## src/rtl/memory_pkg.sv

```systemverilog
// Shared definitions for the memory arbiter: FSM state encoding, requester
// ids and default bus widths.
package memory_pkg;

  localparam int unsigned ADDR_WIDTH_DEF = 32;
  localparam int unsigned LINE_WIDTH_DEF = 128;

  // FSM state encoding
  localparam logic [1:0] ST_IDLE = 2'd0;
  localparam logic [1:0] ST_MEM  = 2'd1;
  localparam logic [1:0] ST_DONE = 2'd2;

  // Requester ids
  localparam logic REQ_IC = 1'b0;
  localparam logic REQ_DC = 1'b1;

endpackage

```

## src/rtl/arb_picker.sv

```systemverilog
// Combinational two-way grant picker.
// Ports:
//   ic_req_i, dc_req_i : pending requests
//   last_grant_i       : requester granted most recently
//   rr_en_i            : 1 = round robin on ties, 0 = dc wins ties
//   valid_c_o          : at least one request pending (combinational)
//   grant_c_o          : winning requester id (combinational)
module arb_picker
  import memory_pkg::*;
(
  input  logic ic_req_i,
  input  logic dc_req_i,
  input  logic last_grant_i,
  input  logic rr_en_i,
  output logic valid_c_o,
  output logic grant_c_o
);

  // Tie goes to the requester not served last, or to dc in fixed mode
  always_comb begin
    valid_c_o = ic_req_i | dc_req_i;
    grant_c_o = REQ_IC;
    if (ic_req_i && dc_req_i) begin
      grant_c_o = rr_en_i ? ~last_grant_i : REQ_DC;
    end else if (dc_req_i) begin
      grant_c_o = REQ_DC;
    end
  end

endmodule

```

## src/rtl/memory_arbiter.sv

```systemverilog
// Arbitrates instruction-cache and data-cache line requests onto a single
// memory port, one transaction in flight at a time (IDLE -> MEM -> DONE).
// Build option: define MEMORY_ARBITER_ROUND_ROBIN_EN for round-robin tie
// breaking; otherwise dc always wins ties.
// Ports:
//   clk, reset                      : clock, async active-low reset
//   ic_req/ic_addr/ic_ready/ic_rdata: instruction-cache fill port
//   dc_req/dc_we/dc_addr/dc_wdata/
//   dc_ready/dc_rdata               : data-cache fill / write-back port
//   mem_req/mem_we/mem_addr/
//   mem_wdata/mem_ready/mem_rdata   : memory port
module memory_arbiter
  import memory_pkg::*;
#(
  parameter int unsigned ADDR_WIDTH = ADDR_WIDTH_DEF,
  parameter int unsigned LINE_WIDTH = LINE_WIDTH_DEF
) (
  input  logic                  clk,
  input  logic                  reset,
  input  logic                  ic_req,
  input  logic [ADDR_WIDTH-1:0] ic_addr,
  output logic                  ic_ready,
  output logic [LINE_WIDTH-1:0] ic_rdata,
  input  logic                  dc_req,
  input  logic                  dc_we,
  input  logic [ADDR_WIDTH-1:0] dc_addr,
  input  logic [LINE_WIDTH-1:0] dc_wdata,
  output logic                  dc_ready,
  output logic [LINE_WIDTH-1:0] dc_rdata,
  output logic                  mem_req,
  output logic                  mem_we,
  output logic [ADDR_WIDTH-1:0] mem_addr,
  output logic [LINE_WIDTH-1:0] mem_wdata,
  input  logic                  mem_ready,
  input  logic [LINE_WIDTH-1:0] mem_rdata
);

  logic [1:0]            state_q,     state_d;
  logic                  win_q,       win_d;
  logic                  mem_req_q,   mem_req_d;
  logic                  mem_we_q,    mem_we_d;
  logic [ADDR_WIDTH-1:0] mem_addr_q,  mem_addr_d;
  logic [LINE_WIDTH-1:0] mem_wdata_q, mem_wdata_d;
  logic [LINE_WIDTH-1:0] line_q,      line_d;
  logic                  ic_ready_q,  ic_ready_d;
  logic                  dc_ready_q,  dc_ready_d;

  logic                  last_grant;
  logic                  rr_en;
  logic                  valid_c;
  logic                  grant_c;

`ifdef MEMORY_ARBITER_ROUND_ROBIN_EN
  logic last_grant_q, last_grant_d;

  assign rr_en      = 1'b1;
  assign last_grant = last_grant_q;

  // Remember who won each arbitration
  always_comb begin
    last_grant_d = last_grant_q;
    if (state_q == ST_IDLE && valid_c) begin
      last_grant_d = grant_c;
    end
  end

  always_ff @(posedge clk or negedge reset) begin
    if (!reset) begin
      last_grant_q <= REQ_IC;
    end else begin
      last_grant_q <= last_grant_d;
    end
  end
`else
  assign rr_en      = 1'b0;
  assign last_grant = REQ_IC;
`endif

  arb_picker u_picker (
    .ic_req_i     (ic_req),
    .dc_req_i     (dc_req),
    .last_grant_i (last_grant),
    .rr_en_i      (rr_en),
    .valid_c_o    (valid_c),
    .grant_c_o    (grant_c)
  );

  // Next-state and registered-output logic
  always_comb begin
    state_d     = state_q;
    win_d       = win_q;
    mem_req_d   = mem_req_q;
    mem_we_d    = mem_we_q;
    mem_addr_d  = mem_addr_q;
    mem_wdata_d = mem_wdata_q;
    line_d      = line_q;
    ic_ready_d  = 1'b0;
    dc_ready_d  = 1'b0;
    case (state_q)
      ST_IDLE: begin
        if (valid_c) begin
          win_d     = grant_c;
          mem_req_d = 1'b1;
          state_d   = ST_MEM;
          if (grant_c == REQ_DC) begin
            mem_we_d    = dc_we;
            mem_addr_d  = dc_addr;
            mem_wdata_d = dc_wdata;
          end else begin
            mem_we_d    = 1'b0;
            mem_addr_d  = ic_addr;
          end
        end
      end
      ST_MEM: begin
        if (mem_ready) begin
          mem_req_d = 1'b0;
          state_d   = ST_DONE;
          // Write-backs return no data; keep the last fetched line visible
          if (!mem_we_q) begin
            line_d = mem_rdata;
          end
          ic_ready_d = (win_q == REQ_IC);
          dc_ready_d = (win_q == REQ_DC);
        end
      end
      ST_DONE: begin
        state_d = ST_IDLE;
      end
      default: begin
        state_d   = ST_IDLE;
        mem_req_d = 1'b0;
      end
    endcase
  end

  always_ff @(posedge clk or negedge reset) begin
    if (!reset) begin
      state_q     <= ST_IDLE;
      win_q       <= REQ_IC;
      mem_req_q   <= 1'b0;
      mem_we_q    <= 1'b0;
      mem_addr_q  <= '0;
      mem_wdata_q <= '0;
      line_q      <= '0;
      ic_ready_q  <= 1'b0;
      dc_ready_q  <= 1'b0;
    end else begin
      state_q     <= state_d;
      win_q       <= win_d;
      mem_req_q   <= mem_req_d;
      mem_we_q    <= mem_we_d;
      mem_addr_q  <= mem_addr_d;
      mem_wdata_q <= mem_wdata_d;
      line_q      <= line_d;
      ic_ready_q  <= ic_ready_d;
      dc_ready_q  <= dc_ready_d;
    end
  end

  assign ic_ready  = ic_ready_q;
  assign dc_ready  = dc_ready_q;
  assign ic_rdata  = line_q;
  assign dc_rdata  = line_q;
  assign mem_req   = mem_req_q;
  assign mem_we    = mem_we_q;
  assign mem_addr  = mem_addr_q;
  assign mem_wdata = mem_wdata_q;

endmodule

```

## config.mk

```make
export PLATFORM = sky130hd
export DESIGN_NAME = memory_arbiter
export DESIGN_NICKNAME = d
export VERILOG_FILES = /design/src/rtl/memory_pkg.sv /design/src/rtl/arb_picker.sv /design/src/rtl/memory_arbiter.sv
export SDC_FILE = /design/constraint.sdc
export NUM_CORES = 1
export LEC_CHECK = 0
export BUFFER_PORTS_ARGS = -buffer_cell sky130_fd_sc_hd__buf_2
export CAP_MARGIN = 15
export CORE_AREA = 2 2 290 292
export CTS_CLUSTER_DIAMETER = 40
export DETAILED_ROUTE_END_ITERATION = 8
export DIE_AREA = 0 0 292 294
export SYNTH_ARGS = -nofsm -noshare
export SYNTH_HDL_FRONTEND = slang
export SYNTH_HIERARCHICAL = 1
export SYNTH_SLANG_ARGS = --single-unit
```

## constraint.sdc

```tcl
create_clock -name clk -period 2 [get_ports clk]
set_input_delay 0.1 -clock clk [delete_from_list [all_inputs] [get_ports clk]]
set_output_delay 0.1 -clock clk [all_outputs]
set_load 0.05 [all_outputs]
```

==> run metrics <==
met3 WL 4560 um; Slew Viols, Final 0; Area after DPL 16500 sq um; vias in the first global route 11200; Final Util 26.3%; status complete, no violations; die area 85800 sq um; area leader, netlist dfrtp_1; Max Freq 537 MHz; Top FF cell, synth dfrtp_1; routed len/inst 16.7 um; CP endpoint kind flop; met2 wire length 24100 um; Final Hold Fails 0; worst-skew pair later-pin latency 0.61 ns; Final ANT Viol Nets 0; Setup TNS 0 ns; port buffer count 745; final setup fails 0; EDFF count, synth 0; clk root buf clkbuf_16; synth cell count leaders dfrtp_1 (295), mux2_2 (158), buf_4 (128), mux2_1 (98); sequential area share after synthesis 60.5%; min Tclk post-route 1.86 ns; DRT met1 WL 19400 um; CP peak stage delay 0.58 ns; 1st-pass router iterations 4; clock slew at reported path FFs 0.05 ns; clk_skew 0.0308 ns; Critical Path AT 2.30 ns; Vias/cell 3.53; first-pass GRT wire length 70700 um; total core area 82900 sq um; clock sinks 295; HP Class in2reg; GRT Total Usage 11.0%; synthesized instance count 835; WS Path Type in2reg; final instance area 21800 sq um; Layout area overhead 78.7%; highest metal used met5; unrepaired setup endpoints after global routing no; remaining global-route overflow 0; share of cells above drive strength 1 55.5%; Cell Area, Synth 12200 sq um; initial antenna violation count 10; crit-path max FO 32; Post-route DRC 0; DIE HEIGHT 294 um; Critical Path RT 2.44 ns; cell mode on critical path dlygate4sd3_1; actual slew at the worst max-slew pin 0.574 ns; Rows 106; global placer's final weighted congestion 0.772; TritonCTS clock tree yes; synth unique cells 23; nature of the critical path startpoint primary input; worst path cell trace dlygate4sd3_1 -> buf_2 -> inv_1 -> a31oi_4 -> buf_6 -> mux2i_1 -> dlygate4sd3_1 -> o21ai_0; Worst path slowest cell dlygate4sd3_1; max-cap violation count 0; Vias 10500; Starting Density 14.7%; DRT Wirelength 49500 um; Post-synth ARST share 100%; H-tree depth 2; most common cell in the netlist dfrtp_1; Inserted Clock Buffers 55; largest net degree at the start of global routing 67; Synth area leaders dfrtp_1 (61%), mux2_2 (15%), mux2_1 (9.0%); Max-slew headroom 61.7%; syn avg cell area 14.6 sq um; Yosys reg bits 295; fin crit share 93.1%; Nets 2164; post-synth top area share 60.5%; Die X 292 um; maximum clock path buffer count 3; drt first-iter violations 272; detailed placement HPWL 36400 um; # IOs 746; Synth Warn # 6
## registers in the layout, indices dropped and copies added (netlist names)
register   cells
dc_rdata     128
mem_addr      32
win_q          1
dc_ready       1
mem_we         1
state_q        2
mem_req        1
mem_wdata    128
ic_ready       1
## area by class of cell
cell class,instances,area [sq um]
antenna,4,10.0
clock buffer,67,1490
clock inverter,36,468
fill,8566,61100
inverter,4,15.0
multi-input combinational,370,3610
sequential,295,7380
tap,1080,1350
timing repair buffer,1112,7460
## routing by layer
metal,vias to the layer above,GRT usage [%]
li1,4782,-
met1,5106,12.3
met2,509,19.1
met3,83,4.12
met4,10,3.76
met5,-,0
## cell families (layout without fill, tap and decap cells)
group / count (synthesis) / count (layout) / share of synthesized area (%)
flip-flops: 295 / 295 / 60.5
multiplexers: 288 / 288 / 26.3
buffers and inverters: 171 / 1219 / 10.1
AND/OR/NAND/NOR: 42 / 42 / 1.45
AO/OA/AOI/OAI: 38 / 38 / 1.64
other: 1 / 6 / 0.0307
## placed cells by master, fill, tap and decap left out
cell type | synthesis | layout
mux2_1 | 98 | 98
or3b_4 | 1 | 1
a21oi_1 | 1 | 1
mux2_2 | 158 | 158
clkinvlp_4 | 0 | 8
buf_8 | 0 | 1
o21ai_0 | 33 | 33
clkbuf_16 | 0 | 55
clkinv_2 | 0 | 8
conb_1 | 1 | 2
inv_6 | 0 | 4
nor2_4 | 0 | 2
buf_2 | 20 | 744
buf_6 | 11 | 1
mux2i_1 | 32 | 32
a31oi_4 | 0 | 1
bufinv_16 | 0 | 8
inv_1 | 4 | 4
clkbuf_8 | 0 | 7
buf_4 | 128 | 28
diode_2 | 0 | 4
nor2_1 | 4 | 3
a211oi_1 | 1 | 1
dlygate4sd3_1 | 0 | 326
clkbuf_1 | 8 | 5
or2_1 | 1 | 1
and2_1 | 1 | 1
nand3b_1 | 1 | 1
inv_16 | 0 | 2
dfrtp_1 | 295 | 295
nand2_1 | 33 | 33
clkinv_4 | 0 | 6
a21o_1 | 1 | 1
a22o_1 | 1 | 1
buf_12 | 0 | 12
## worst max-delay path: cells and delay by family
family | cells | cell delay [ns]
mux | 1 | 0.27
buf+inv | 5 | 1.65
compound gates | 2 | 0.23
## path summary, 6_finish.rpt
path                                 endpoint  cells past startpoint       start  slack, ns
min in group asynchronous       dc_rdata[117]                      3       reset       0.54
worst min-delay path               state_q[0]                      4      ic_req        0.1
worst max register to register  mem_wdata[94]                      5  state_q[1]       0.16
worst max-delay path             mem_addr[14]                      8      dc_req       0.14
max in group asynchronous       mem_wdata[55]                      5       reset       0.83
worst min register to register       ic_ready                      1       win_q       0.45
## timing repair
item / 4_1_cts / 5_1_grt
buffers inserted: 0 / 0
endpoints found under the hold margin: 589 / 0
hold buffers: 327 / 0
endpoints found under the setup margin: 0 / 21
gates resized for setup: 0 / 1
## through the flow
stage                     worst slack (ns)  std cells  hold WS (ns)
after global routing                0.0421       2965        0.0738
final                                0.138       2968        0.0985
after global placement               0.163       2534        0.0440
after CTS                            0.126       2964        0.0367
after detailed placement             0.131       2534        0.0438
after floorplan                      0.306        836        -0.196
Power is left out: the tool's default activity adds up to more than one toggle a clock period on the data nets, which glitch-free logic cannot reach.
